## config.mk

```make
export PLATFORM = sky130hd
export DESIGN_NAME = calc_controller_flat
export DESIGN_NICKNAME = d
export VERILOG_FILES = /design/src/rtl/calc_pkg.sv /design/src/rtl/calc_if.sv /design/src/rtl/operand_accum.sv /design/src/rtl/calc_controller.sv /design/src/flat_wrapper.sv
export SDC_FILE = /design/constraint.sdc
export NUM_CORES = 1
export LEC_CHECK = 0
export CORE_MARGIN = 5
export CORE_UTILIZATION = 55
export DETAILED_ROUTE_END_ITERATION = 10
export PLACE_DENSITY = 0.8
export SYNTH_ARGS = -nofsm -noshare
export SYNTH_HDL_FRONTEND = slang
export SYNTH_SLANG_ARGS = --single-unit
```

## constraint.sdc

```tcl
create_clock -name clk_i -period 5.9 [get_ports clk_i]
set_clock_uncertainty 0.05 [all_clocks]
set_input_delay 1.18 -clock clk_i [delete_from_list [all_inputs] [get_ports clk_i]]
set_output_delay 1.18 -clock clk_i [all_outputs]
set_load 0.05 [all_outputs]
```

## src/rtl/calc_pkg.sv

```systemverilog
// rtl/calc_pkg.sv - shared operator codes, state encoding and entry constants for the calculator controller
package calc_pkg;

   localparam logic [1:0] OP_ADD = 2'd0;
   localparam logic [1:0] OP_SUB = 2'd1;
   localparam logic [1:0] OP_MUL = 2'd2;
   localparam logic [1:0] OP_DIV = 2'd3;

   typedef enum logic [2:0] {
      ENTER_A = 3'd0,
      ENTER_B = 3'd1,
      WAIT    = 3'd2,
      RESULT  = 3'd3,
      ERR     = 3'd4
   } calc_state_e;

   // Digit count after a clear, and the xor mask applied to a sign flag on unary minus
   localparam int   DIGIT_CLEAR = 0;
   localparam logic NEG_TOGGLE  = 1'b1;

endpackage

```

## src/rtl/calc_if.sv

```systemverilog
// rtl/calc_if.sv - key strobes, ALU handshake and display bundle between controller and its environment
interface calc_if #(
   parameter int WIDTH = 16
);
   logic                    dig_strobe;
   logic                    reset_strobe;
   logic                    ex_strobe;
   logic                    op_strobe;
   logic                    sub_strobe;
   logic [3:0]              dig_code;
   logic [1:0]              op_code;
   logic                    alu_start;
   logic signed [WIDTH-1:0] alu_a;
   logic signed [WIDTH-1:0] alu_b;
   logic [1:0]              alu_op;
   logic                    alu_done;
   logic signed [WIDTH-1:0] alu_result;
   logic                    alu_err;
   logic signed [WIDTH-1:0] disp_value;
   logic                    error;
   logic                    busy;

   modport master (
      input  dig_strobe, reset_strobe, ex_strobe, op_strobe, sub_strobe, dig_code, op_code,
      input  alu_done, alu_result, alu_err,
      output alu_start, alu_a, alu_b, alu_op, disp_value, error, busy
   );

   modport slave (
      output dig_strobe, reset_strobe, ex_strobe, op_strobe, sub_strobe, dig_code, op_code,
      output alu_done, alu_result, alu_err,
      input  alu_start, alu_a, alu_b, alu_op, disp_value, error, busy
   );
endinterface

```

## src/rtl/operand_accum.sv

```systemverilog
// rtl/operand_accum.sv - one decimal operand: magnitude, digit count and sign, with clear and direct load
module operand_accum
   import calc_pkg::*;
#(
   parameter int WIDTH      = 16,
   parameter int MAX_DIGITS = 4
) (
   input  logic                               clk_i,
   input  logic                               rst_i,
   input  logic                               clr_i,
   input  logic                               dig_en_i,
   input  logic [3:0]                         dig_i,
   input  logic                               neg_tgl_i,
   input  logic                               load_i,
   input  logic [WIDTH-1:0]                   load_val_i,
   output logic [WIDTH-1:0]                   value_o,
   output logic [$clog2(MAX_DIGITS+1)-1:0]    count_o
);
   localparam int CW = $clog2(MAX_DIGITS + 1);

   logic [WIDTH-1:0] mag_q, mag_d, mag_base;
   logic [CW-1:0]    cnt_q, cnt_d, cnt_base;
   logic             neg_q, neg_d, neg_base;

   // Clear is applied first so a clear and a digit in the same cycle starts a fresh operand with that digit
   always_comb begin
      mag_base = clr_i ? '0 : mag_q;
      cnt_base = clr_i ? CW'(DIGIT_CLEAR) : cnt_q;
      neg_base = clr_i ? 1'b0 : neg_q;
      mag_d    = mag_base;
      cnt_d    = cnt_base;
      neg_d    = neg_base;
      if (load_i) begin
         mag_d = load_val_i;
         neg_d = 1'b0;
      end else begin
         if (dig_en_i && (cnt_base < CW'(MAX_DIGITS))) begin
            mag_d = mag_base * WIDTH'(10) + WIDTH'(dig_i);
            cnt_d = cnt_base + CW'(1);
         end
         if (neg_tgl_i) begin
            neg_d = neg_base ^ NEG_TOGGLE;
         end
      end
   end

   always_ff @(posedge clk_i) begin
      if (rst_i) begin
         mag_q <= '0;
         cnt_q <= '0;
         neg_q <= 1'b0;
      end else begin
         mag_q <= mag_d;
         cnt_q <= cnt_d;
         neg_q <= neg_d;
      end
   end

   assign value_o = neg_q ? -mag_q : mag_q;
   assign count_o = cnt_q;

endmodule

```

## src/rtl/calc_controller.sv

```systemverilog
// rtl/calc_controller.sv - calculator sequencing FSM: operand entry, ALU start/done handshake, display select
module calc_controller
   import calc_pkg::*;
#(
   parameter int WIDTH      = 16,
   parameter int MAX_DIGITS = 4
) (
   input  logic   clk_i,
   input  logic   rst_i,
   calc_if.master bus
);
   localparam int CW = $clog2(MAX_DIGITS + 1);

   localparam logic [2:0] S_ENTER_A = ENTER_A;
   localparam logic [2:0] S_ENTER_B = ENTER_B;
   localparam logic [2:0] S_WAIT    = WAIT;
   localparam logic [2:0] S_RESULT  = RESULT;
   localparam logic [2:0] S_ERR     = ERR;

   logic [2:0]       state_q, state_d;
   logic [1:0]       op_q, op_d;
   logic             alu_start_q, alu_start_d;
   logic [WIDTH-1:0] alu_a_q, alu_a_d, alu_b_q, alu_b_d;
   logic [1:0]       alu_op_q, alu_op_d;
   logic [WIDTH-1:0] disp_q, disp_d;

   logic             key_clr, key_ex, key_op, key_dig;
   logic             a_clr, a_dig, a_tgl, a_load;
   logic             b_clr, b_dig, b_tgl;
   logic [WIDTH-1:0] a_val, b_val;
   logic [CW-1:0]    a_cnt, b_cnt;

   // Strobe priority: clear > equals > operator > digit
   assign key_clr = bus.reset_strobe;
   assign key_ex  = bus.ex_strobe & ~key_clr;
   assign key_op  = bus.op_strobe & ~key_clr & ~bus.ex_strobe;
   assign key_dig = bus.dig_strobe & ~key_clr & ~bus.ex_strobe & ~bus.op_strobe;

   always_comb begin
      state_d     = state_q;
      op_d        = op_q;
      alu_start_d = 1'b0;
      alu_a_d     = alu_a_q;
      alu_b_d     = alu_b_q;
      alu_op_d    = alu_op_q;
      a_clr = 1'b0; a_dig = 1'b0; a_tgl = 1'b0; a_load = 1'b0;
      b_clr = 1'b0; b_dig = 1'b0; b_tgl = 1'b0;
      if (key_clr) begin
         state_d  = S_ENTER_A;
         op_d     = OP_ADD;
         alu_a_d  = '0;
         alu_b_d  = '0;
         alu_op_d = OP_ADD;
         a_clr    = 1'b1;
         b_clr    = 1'b1;
      end else begin
         case (state_q)
            S_ENTER_A: begin
               if (key_op) begin
                  if (a_cnt == '0) begin
                     a_tgl = bus.sub_strobe;
                  end else begin
                     op_d    = bus.op_code;
                     state_d = S_ENTER_B;
                  end
               end else if (key_dig) begin
                  a_dig = 1'b1;
               end
            end
            S_ENTER_B: begin
               if (key_ex && (b_cnt != '0)) begin
                  alu_start_d = 1'b1;
                  alu_a_d     = a_val;
                  alu_b_d     = b_val;
                  alu_op_d    = op_q;
                  state_d     = S_WAIT;
               end else if (key_op && (b_cnt == '0)) begin
                  if (bus.sub_strobe) b_tgl = 1'b1;
                  else                op_d  = bus.op_code;
               end else if (key_dig) begin
                  b_dig = 1'b1;
               end
            end
            S_WAIT: begin
               if (bus.alu_done) begin
                  if (bus.alu_err) begin
                     state_d = S_ERR;
                  end else begin
                     a_load  = 1'b1;
                     state_d = S_RESULT;
                  end
               end
            end
            S_RESULT: begin
               // The result stays as the left operand; minus here is an operator, not a sign
               if (key_op) begin
                  op_d    = bus.op_code;
                  b_clr   = 1'b1;
                  state_d = S_ENTER_B;
               end else if (key_dig) begin
                  a_clr   = 1'b1;
                  b_clr   = 1'b1;
                  a_dig   = 1'b1;
                  op_d    = OP_ADD;
                  state_d = S_ENTER_A;
               end
            end
            default: ;
         endcase
      end
   end

   always_comb begin
      disp_d = a_val;
      if (key_clr || (state_q == S_ERR))              disp_d = '0;
      else if ((state_q == S_ENTER_B) && (b_cnt != '0)) disp_d = b_val;
   end

   always_ff @(posedge clk_i) begin
      if (rst_i) begin
         state_q     <= S_ENTER_A;
         op_q        <= OP_ADD;
         alu_start_q <= 1'b0;
         alu_a_q     <= '0;
         alu_b_q     <= '0;
         alu_op_q    <= OP_ADD;
         disp_q      <= '0;
      end else begin
         state_q     <= state_d;
         op_q        <= op_d;
         alu_start_q <= alu_start_d;
         alu_a_q     <= alu_a_d;
         alu_b_q     <= alu_b_d;
         alu_op_q    <= alu_op_d;
         disp_q      <= disp_d;
      end
   end

   operand_accum #(.WIDTH(WIDTH), .MAX_DIGITS(MAX_DIGITS)) u_acc_a (
      .clk_i      (clk_i),
      .rst_i      (rst_i),
      .clr_i      (a_clr),
      .dig_en_i   (a_dig),
      .dig_i      (bus.dig_code),
      .neg_tgl_i  (a_tgl),
      .load_i     (a_load),
      .load_val_i (bus.alu_result),
      .value_o    (a_val),
      .count_o    (a_cnt)
   );

   operand_accum #(.WIDTH(WIDTH), .MAX_DIGITS(MAX_DIGITS)) u_acc_b (
      .clk_i      (clk_i),
      .rst_i      (rst_i),
      .clr_i      (b_clr),
      .dig_en_i   (b_dig),
      .dig_i      (bus.dig_code),
      .neg_tgl_i  (b_tgl),
      .load_i     (1'b0),
      .load_val_i ('0),
      .value_o    (b_val),
      .count_o    (b_cnt)
   );

   assign bus.alu_start  = alu_start_q;
   assign bus.alu_a      = alu_a_q;
   assign bus.alu_b      = alu_b_q;
   assign bus.alu_op     = alu_op_q;
   assign bus.disp_value = disp_q;
   assign bus.error      = (state_q == S_ERR);
   assign bus.busy       = (state_q == S_WAIT);

endmodule
```

## src/flat_wrapper.sv

```systemverilog
// flat-port wrapper written by rule: the top's interface ports become plain ports
module calc_controller_flat import calc_pkg::*;
#(
   parameter int WIDTH      = 16,
   parameter int MAX_DIGITS = 4
)
  (clk_i, rst_i, bus_dig_strobe, bus_reset_strobe, bus_ex_strobe, bus_op_strobe, bus_sub_strobe, bus_dig_code, bus_op_code, bus_alu_done, bus_alu_result, bus_alu_err, bus_alu_start, bus_alu_a, bus_alu_b, bus_alu_op, bus_disp_value, bus_error, bus_busy);
  calc_if #(.WIDTH(WIDTH)) bus_i ();
  input  logic clk_i;
  input  logic rst_i;
  input wire logic [$bits(bus_i.dig_strobe)-1:0] bus_dig_strobe;
  input wire logic [$bits(bus_i.reset_strobe)-1:0] bus_reset_strobe;
  input wire logic [$bits(bus_i.ex_strobe)-1:0] bus_ex_strobe;
  input wire logic [$bits(bus_i.op_strobe)-1:0] bus_op_strobe;
  input wire logic [$bits(bus_i.sub_strobe)-1:0] bus_sub_strobe;
  input wire logic [$bits(bus_i.dig_code)-1:0] bus_dig_code;
  input wire logic [$bits(bus_i.op_code)-1:0] bus_op_code;
  input wire logic [$bits(bus_i.alu_done)-1:0] bus_alu_done;
  input wire logic [$bits(bus_i.alu_result)-1:0] bus_alu_result;
  input wire logic [$bits(bus_i.alu_err)-1:0] bus_alu_err;
  output wire logic [$bits(bus_i.alu_start)-1:0] bus_alu_start;
  output wire logic [$bits(bus_i.alu_a)-1:0] bus_alu_a;
  output wire logic [$bits(bus_i.alu_b)-1:0] bus_alu_b;
  output wire logic [$bits(bus_i.alu_op)-1:0] bus_alu_op;
  output wire logic [$bits(bus_i.disp_value)-1:0] bus_disp_value;
  output wire logic [$bits(bus_i.error)-1:0] bus_error;
  output wire logic [$bits(bus_i.busy)-1:0] bus_busy;
  assign bus_i.dig_strobe = bus_dig_strobe;
  assign bus_i.reset_strobe = bus_reset_strobe;
  assign bus_i.ex_strobe = bus_ex_strobe;
  assign bus_i.op_strobe = bus_op_strobe;
  assign bus_i.sub_strobe = bus_sub_strobe;
  assign bus_i.dig_code = bus_dig_code;
  assign bus_i.op_code = bus_op_code;
  assign bus_i.alu_done = bus_alu_done;
  assign bus_i.alu_result = bus_alu_result;
  assign bus_i.alu_err = bus_alu_err;
  assign bus_alu_start = bus_i.alu_start;
  assign bus_alu_a = bus_i.alu_a;
  assign bus_alu_b = bus_i.alu_b;
  assign bus_alu_op = bus_i.alu_op;
  assign bus_disp_value = bus_i.disp_value;
  assign bus_error = bus_i.error;
  assign bus_busy = bus_i.busy;
  calc_controller #(.WIDTH(WIDTH), .MAX_DIGITS(MAX_DIGITS)) u_core (.clk_i(clk_i), .rst_i(rst_i), .bus(bus_i));
endmodule
```

# After elaboration in Yosys (flattened, before gate mapping)

Index checks and enable logic that the tools add are counted.

Input bits: 31
Word-level logic and storage cells: 127
Output and inout bits: 53
Flip-flop bits (word level): 96

$add $sub $neg: 6
Bitwise logic cells: 12
Mux-type cells: 60
Magnitude comparators: 2
Multipliers: 2
Equal/unequal tests: 12
Reduce and logical (&&, ||, !) cells: 20

Operators by type and width:

| operator                                                              | number |
|---|---|
| 16-bit 2-to-1 mux                                                     | 8 |
| 3-bit 2-to-1 mux                                                      | 12 |
| 16-bit by 4-bit adder with 16-bit output                              | 2 |
| 16-bit by 3-bit multiplier with 15-bit output (second input constant) | 2 |
| 16-bit negator                                                        | 2 |
| 1-bit 2-to-1 mux                                                      | 31 |
| 2-bit 2-to-1 mux                                                      | 7 |
| 3-bit one-hot mux with 4 select lines                                 | 1 |
| 3-bit logical NOT                                                     | 3 |
| 2-bit != test (second input constant)                                 | 4 |
| 2-bit OR reduction                                                    | 4 |
| 7-bit AND reduction                                                   | 1 |
| 3-bit by 1-bit adder with 3-bit output (second input constant)        | 2 |
| 1-bit AND                                                             | 6 |
| 3-bit by 2-bit == test with 1-bit output (second input constant)      | 2 |
| 3-bit less-than comparator (second input constant)                    | 2 |
| 2-bit by 1-bit != test with 1-bit output (second input constant)      | 3 |
| 1-bit inverter                                                        | 6 |
| 2-bit one-hot mux with 3 select lines                                 | 1 |
| 6-bit AND reduction                                                   | 1 |
| 3-bit nonzero test                                                    | 2 |
| 1-bit logical AND                                                     | 5 |
| 4-bit nonzero test                                                    | 1 |
| 3-bit by 1-bit == test with 1-bit output (second input constant)      | 1 |
| 5 further kinds                                                       | 5 |

# Logic depth before layout (Yosys ltp)

Gate-level depths: netlist (run 1).

Word-level depth: 13
Mapped depth: 18
Mapped depth without buffers: 15

# Hierarchy

From an unflattened synthesis (run 1), not the netlist that was laid out.

Cells, all modules: 834
Area, all modules: 6757.7 um2

Modules (own cells, without submodules):

| module          | sequential area each (um2) | area each (um2) | cells each | instances |
|---|---|---|---|---|
| operand_accum   | 400.4                      | 2223.4          | 272        | 2 |
| calc_controller | 1121.1                     | 2311.0          | 290        | 1 |

# Worst setup path after synthesis (run 1)

Ideal clock, no wire load.

Path kind: input -> register
From: in bus_ex_strobe
To: reg u_core.u_acc_b.mag_q[14]
Library setup time: 133 ps
Slack: 1033 ps
Arrival: 4685 ps
Required time: 5717 ps
Buffers on the path: 1
Stages: 14
Path through: nor4_1 > nor2_1 > clkbuf_1 > and2_1 > ha_1 > ha_1 > fa_1 > a21o_1 > a2111oi_4 > a21oi_1 > xnor2_1 > a2111oi_0 > or3_1 > a31oi_1

Word-level cells in the longest chain between the ends: 11
Elaborated cells on any way between the ends: 22
Those cells by class: 1 x add/sub; 1 x mul; 1 x order compare; 11 x mux; 5 x bitwise; 3 x reduce/logical

RTL lines:

| item                                                                                        | line                                          | RTL |
|---|---|---|
| start, declared                                                                             | flat_wrapper.sv:13                            | `input wire logic [$bits(bus_i.ex_strobe)-1:0] bus_ex_strobe;` |
| 1-bit inverter                                                                              | calc_controller.sv:36, calc_controller.sv:37  |  |
| 1-bit AND (2 in a row)                                                                      | calc_controller.sv:37                         | `assign key_dig = bus.dig_strobe & ~key_clr & ~bus.ex_strobe & ~bus.op_strobe;` |
| 1-bit 2-to-1 mux                                                                            | calc_controller.sv:80, calc_controller.sv:100 |  |
| 1-bit 2-to-1 mux                                                                            | calc_controller.sv:96                         | `if (key_op) begin` |
| 1-bit 2-to-1 mux                                                                            | calc_controller.sv:57                         | `case (state_q)` |
| 1-bit 2-to-1 mux                                                                            | calc_controller.sv:48                         | `if (key_clr) begin` |
| 16-bit 2-to-1 mux or 3-bit 2-to-1 mux (tied branches)                                       | operand_accum.sv:27, operand_accum.sv:28      |  |
| 16-bit by 3-bit multiplier with 15-bit output or 3-bit less-than comparator (tied branches) | operand_accum.sv:38, operand_accum.sv:37      |  |
| 16-bit by 4-bit adder with 16-bit output or 1-bit logical AND (tied branches)               | operand_accum.sv:38, operand_accum.sv:37      |  |
| 16-bit 2-to-1 mux *                                                                         | operand_accum.sv:37                           | `if (dig_en_i && (cnt_base < CW'(MAX_DIGITS))) begin` |
| end signal, assigned                                                                        | operand_accum.sv:53                           | `mag_q <= mag_d;` |
| end, declared                                                                               | operand_accum.sv:21                           | `logic [WIDTH-1:0] mag_q, mag_d, mag_base;` |

Every way passes the cells marked *; elsewhere a longest branch is shown, timed or not.
A chain may end at the register's enable or synchronous reset.

# Worst setup path after layout (run 1)

Same ends and word-level chain as after synthesis.

==> results of run 1 <==
==> cells in the mapped netlist (6+ instances only) <==
cell,instances,area [sq um]
and2_1,46,287.8
nor2_1,82,307.8
xnor2_1,35,306.5
a222oi_1,7,70.07
a22oi_1,6,45.04
a211oi_1,52,390.4
nand3_1,19,95.09
dfxtp_1,96,1922
nand2b_1,11,68.82
nor3_1,20,100.1
nand2_1,66,247.7
xor2_1,50,437.9
nand4_1,9,56.30
o31ai_1,6,45.04
ha_1,51,638.1
a21oi_1,48,240.2
nor4_1,6,37.54
clkbuf_1,43,161.4
or2_2,8,50.05
and3_1,8,50.05
inv_1,14,52.55
o21ai_0,13,65.06
==> through the flow <==
stage	total power [mW]	instance area (sq um)
floorplan	0.7055	6459
global placement	0.7390	7372
detailed placement	0.7406	7372
CTS	1.313	7672
global route	1.346	7672
finish	1.310	7672
==> how the worst max path moves through the flow <==
stage	cells after the start	slack, ns	from	endpoint
floorplan	14	1.03	bus_ex_strobe	u_core.u_acc_b.mag_q[14]
global placement	16	0.68	bus_ex_strobe	u_core.u_acc_b.mag_q[15]
detailed placement	16	0.53	bus_ex_strobe	u_core.u_acc_b.mag_q[15]
CTS	16	0.82	bus_ex_strobe	u_core.u_acc_b.mag_q[15]
global route	15	0.50	bus_ex_strobe	u_core.u_acc_b.mag_q[14]
finish	15	0.76	bus_ex_strobe	u_core.u_acc_b.mag_q[14]
==> metal layers <==
layer  up-vias  routed length (um)
met2       199                7700
li1       2927                   -
met3        23                1054
met5         -                   0
met4         0                 394
met1      2763                7718
==> logic make-up after synthesis <==
logic type | share of synthesized area [%]
simple gates | 24.06
compound gates | 19.90
flops | 29.76
xor+xnor | 11.53
buf+inv | 3.642
fa+ha+maj | 10.81
mux | 0.3100
==> sequential cells by signal (all words and copies together) (netlist names), 3 cells and up <==
name	count
u_core.u_acc_a.count_o	3
u_core.u_acc_b.mag_q	16
u_core.u_acc_b.count_o	3
u_core.state_q	3
u_core.bus.alu_b	16
u_core.bus.alu_a	16
u_core.bus.disp_value	16
u_core.u_acc_a.mag_q	16
==> area by class of cell <==
| type | count | share of cell area [%] |
|---|---|---|
| flip-flops and latches | 96 | 25.05 |
| repair buffers | 92 | 11.71 |
| inverters | 14 | 0.6849 |
| well taps | 143 | 2.332 |
| multi-input cells | 628 | 56.31 |
| clock inverters | 7 | 0.9785 |
| clock buffers | 9 | 2.935 |
==> power by group through the flow <==
| stage | Combinational, mW | Clock [mW] | Sequential (mW) |
|---|---|---|---|
| 3_3_place_gp | 0.0717 | 0 | 0.667 |
| 3_5_place_dp | 0.0733 | 0 | 0.667 |
| 6_report | 0.0746 | 0.583 | 0.652 |
| 5_1_grt | 0.0804 | 0.613 | 0.652 |
| 4_1_cts | 0.0737 | 0.588 | 0.652 |
| 2_1_floorplan | 0.0382 | 0 | 0.667 |
==> worst min-delay path, cell delays in order, from the launching register on <==
cell,delay [ns]
dfxtp_1,0.32
nand2_1,0.05
a21oi_1,0.05
==> flow_metrics.env, run 1 <==
export IMPL_fin_util_pct=66.91
export IMPL_num_vias=5912
export IMPL_hold_violations=0
export IMPL_min_path_type="reg2reg"
export IMPL_intPower_mw=0.9811
export IMPL_hp_start="u_core.bus.alu_op[0]"
export IMPL_worstSetupPathType="in2reg"
export IMPL_ys_seq_elements=96
export IMPL_holdPathStages=2
export IMPL_clockPowerShare_pct=44.5
export IMPL_drt_wl_total_mm=16.87
export IMPL_use_met3_pct=4.298
export IMPL_grt_busiest_layer="met2"
export IMPL_r2r_end="u_core.u_acc_b.mag_q[14]"
export IMPL_clock_latency_ns=0.35
export IMPL_start_kind="input pin"
export IMPL_r2r_setup_slack_ns=1.49
export IMPL_synth_area_sq_mm=0.006459
export IMPL_worstRegToRegCells=15
export IMPL_fillerInstances=932
export IMPL_cts_made_buffers=9
export IMPL_multi_input_area_sq_mm=0.004320
export IMPL_grt_use_met2_pct=37.45
export IMPL_ys_types=66
export IMPL_grt_use_total_pct=23.37
export IMPL_ff_latch_area_sq_mm=0.001922
export IMPL_relSlewSlack_pct=18.02
export IMPL_synth_enable_flop_cells=0
export IMPL_die_area_sq_mm=0.01401
export IMPL_wl_per_cell_um=17.06
export IMPL_cp_cell_sequence="clkdlybuf4s50_1 -> nor4_1 -> buf_4 -> nor2_1 -> and2_1 -> ha_1 -> ha_1 -> fa_1 -> a21o_1 -> a2111oi_4 -> a21oi_1 -> xnor2_1 -> a2111oi_0 -> or3_1 -> a31oi_1"
export IMPL_area_growth_pct=18.79
export IMPL_rsz0062_at_grt="no"
export IMPL_peakVddDrop_uv=152.6
export IMPL_initial_core_util_pct=56.32
export IMPL_grt_pass1_vias=5618
export IMPL_drc=0
export IMPL_worstMarginPinSlew_ns=1.227
export IMPL_p_comb_share_pct=5.7
export IMPL_clock_path_buffers=2
export IMPL_worst_path_dominant_cell_family="compound AO/OA/AOI/OAI gates"
export IMPL_synth_area_per_cell_sq_um=8.217
export IMPL_vias_per_cell=5.978
export IMPL_seqPwrFrac_pct=49.8
export IMPL_grt_pass1_wl_mm=27.47
export IMPL_post_cts_buffers=0
export IMPL_clk_pin_slew_ns=0.08
export IMPL_drt_iter0_markers=405
export IMPL_grt_overflow=0
export IMPL_antenna_found_initial=0
export IMPL_hpwlAfterDp_mm=12.92
export IMPL_cts_tree="done"
export IMPL_ant_nets=0
export IMPL_status="finished, final reports clean"
export IMPL_fin_crit_sh_pct=87.19
export IMPL_ios=84
export IMPL_slew_violations=0
export IMPL_synth_warnings=0
export IMPL_diodes=0
export IMPL_cp_slowest_cell="a2111oi_0"
export IMPL_instances_no_fill=989
export IMPL_cts_resized=0
export IMPL_critPathBufInv=2
export IMPL_die_h_um=118.4
export IMPL_gp_congestion=0.9253
export IMPL_firstDrtPassIters=5
export IMPL_grtUsageMet1_pct=31.35
export IMPL_cp_data_arrival_time_ns=5.31
export IMPL_synthFlopType="dfxtp_1"
export IMPL_clock_fmax_ghz=0.1944
export IMPL_fin_ws_ns=0.7560
export IMPL_endpoint_kind="flip-flop"
export IMPL_powerDensity_mw_per_mm2=170.7
export IMPL_grt_max_degree=62
export IMPL_switchingPower_mw=0.3290
export IMPL_swShare_pct=25.11
export IMPL_critPathMaxFanout=6
export IMPL_setup_viol=0
export IMPL_syn_inst=786
export IMPL_synthArstFlopShare_pct=0
export IMPL_hold_end="u_core.bus.alu_op[0]"
export IMPL_reg2reg_from="u_core.state_q[1]"
export IMPL_hold_slack_ns=0.4110
export IMPL_synth_nets=871
export IMPL_htreeDepth=3
export IMPL_crit_top_cell="ha_1"
export IMPL_crit_required_ns=6.06
export IMPL_drive_gt1_share_pct=6.028
export IMPL_cts_hold_buf=0
export IMPL_critical_path_max_stage_delay_ns=0.51
export IMPL_leakagePower_nw=2.933
export IMPL_die_w_um=118.4
export IMPL_preCtsSetupSlack_ns=0.5257
export IMPL_fin_crit_ns=5.144
export IMPL_io_buffers=83
export IMPL_layout_commonest_cell="dfxtp_1"
export IMPL_dp_cells=973
export IMPL_coreArea_sq_mm=0.01147
export IMPL_fin_setup_tns_ns=0
export IMPL_cts_sinks=96
export IMPL_nets=926
export IMPL_layout_common_cells="96 x dfxtp_1, 83 x clkdlybuf4s50_1, 81 x nor2_1"
export IMPL_cts_root_buf="clkbuf_16"
export IMPL_cap_violations=0
export IMPL_rows=39
export IMPL_ys_seq_area_share_pct=29.76
(Power assumes the default switching activity.)
==> run 2, diff against run 1 <==
Settings changed: CORE_ASPECT_RATIO from default to 1.4.
==> flow_metrics.env, run 2 (synthesis gave the netlist of run 1 again) <==
export IMPL_status="finished, final reports clean"
export IMPL_power_mw=1.351
export IMPL_initial_core_util_pct=56.68
export IMPL_grt_use_total_pct=24.57
export IMPL_cts_resized=0
export IMPL_num_vias=5910
export IMPL_fin_setup_tns_ns=0
export IMPL_vias_per_cell=5.976
export IMPL_die_area_sq_mm=0.01404
export IMPL_preCtsSetupSlack_ns=0.3614
export IMPL_ios=84
export IMPL_endpoint_kind="flip-flop"
export IMPL_layout_common_cells="96 x dfxtp_1, 83 x clkdlybuf4s50_1, 81 x nor2_1"
export IMPL_drc=0
export IMPL_wl_per_cell_um=17.54
export IMPL_hold_violations=0
export IMPL_die_w_um=101.6
export IMPL_cts_sinks=96
export IMPL_grt_pass1_wl_mm=28.28
export IMPL_setup_viol=0
export IMPL_relSlewSlack_pct=19.53
export IMPL_fin_crit_ns=5.255
export IMPL_dp_cells=974
export IMPL_worstMarginPinSlew_ns=1.204
export IMPL_cts_made_buffers=9
export IMPL_rsz0062_at_grt="no"
export IMPL_area_growth_pct=19.20
export IMPL_peakVddDrop_uv=150.8
export IMPL_critPathMaxFanout=6
export IMPL_leakagePower_nw=2.943
export IMPL_hold_slack_ns=0.4063
export IMPL_clk_pin_slew_ns=0.07
export IMPL_die_h_um=138.2
export IMPL_post_cts_buffers=0
export IMPL_fin_util_pct=67.56
export IMPL_clock_fmax_ghz=0.1903
export IMPL_cts_tree="done"
export IMPL_drt_iter0_markers=343
export IMPL_drt_wl_total_mm=17.35
export IMPL_worstSetupPathType="in2reg"
export IMPL_fin_ws_ns=0.6450
export IMPL_rows=46
export IMPL_start_kind="input pin"
export IMPL_hpwlAfterDp_mm=13.71
export IMPL_instances_no_fill=989
export IMPL_crit_required_ns=6.11
export IMPL_layout_commonest_cell="dfxtp_1"
export IMPL_cts_hold_buf=0
export IMPL_grt_max_degree=62
export IMPL_firstDrtPassIters=5
export IMPL_ant_nets=0
export IMPL_cts_root_buf="clkbuf_16"
export IMPL_grt_pass1_vias=5770
export IMPL_fin_area_sq_mm=0.007699
export IMPL_powerDensity_mw_per_mm2=175.5
export IMPL_htreeDepth=3
export IMPL_coreArea_sq_mm=0.01140
export IMPL_fin_crit_sh_pct=89.07
export IMPL_cap_violations=0
export IMPL_diodes=0
export IMPL_io_buffers=83
export IMPL_gp_congestion=0.9594
export IMPL_clock_latency_ns=0.34
export IMPL_clock_path_buffers=2
export IMPL_nets=926
export IMPL_cp_data_arrival_time_ns=5.47
export IMPL_slew_violations=0
export IMPL_grt_overflow=0
export IMPL_drive_gt1_share_pct=6.036
export IMPL_min_path_type="reg2reg"
export IMPL_place_area_sq_mm=0.007380
export IMPL_antenna_found_initial=0
## run 2: area by class of cell
type,instances,area [sq um]
clock buffer,9,225.2
clock inverter,6,93.84
fill,983,3697
inverter,14,52.55
multi-input combinational,628,4327
sequential,96,1922
tap,144,180.2
timing repair buffer,92,898.4
## run 2: critical path, stage by stage
cell,delay (ns)
clkdlybuf4s50_1,0.58
nor4_1,0.09
buf_4,0.18
nor3_1,0.45
ha_1,0.35
ha_1,0.22
fa_1,0.41
a21o_1,0.24
a2111oi_4,0.48
a21oi_1,0.22
xnor2_1,0.23
a2111oi_0,0.48
nand3_1,0.14
a31oi_1,0.20
## run 2: where the power goes
| part | internal [mW] | switching [mW] |
|---|---|---|
| Sequential | 0.650 | 0.00294 |
| Combinational | 0.0337 | 0.0424 |
| Clock | 0.372 | 0.251 |
| Total | 1.06 | 0.296 |
## run 2: worst paths after layout
path	cells past startpoint	endpoint	slack [ns]	from
worst max-delay path	14	u_core.u_acc_b.mag_q[14]	0.64	bus_ex_strobe
worst min-delay path	2	u_core.bus.alu_a[13]	0.41	u_core.bus.alu_a[13]
worst max register to register	13	u_core.u_acc_b.mag_q[14]	1.38	u_core.state_q[2]
worst min register to register	2	u_core.bus.alu_a[13]	0.41	u_core.bus.alu_a[13]
## run 2: layer usage
layer | track usage (%) | share of wire, %
met5 | 0 | 0
met4 | 9.804 | 3.4
met3 | 2.617 | 5.0
met2 | 42.55 | 50
met1 | 30.59 | 42
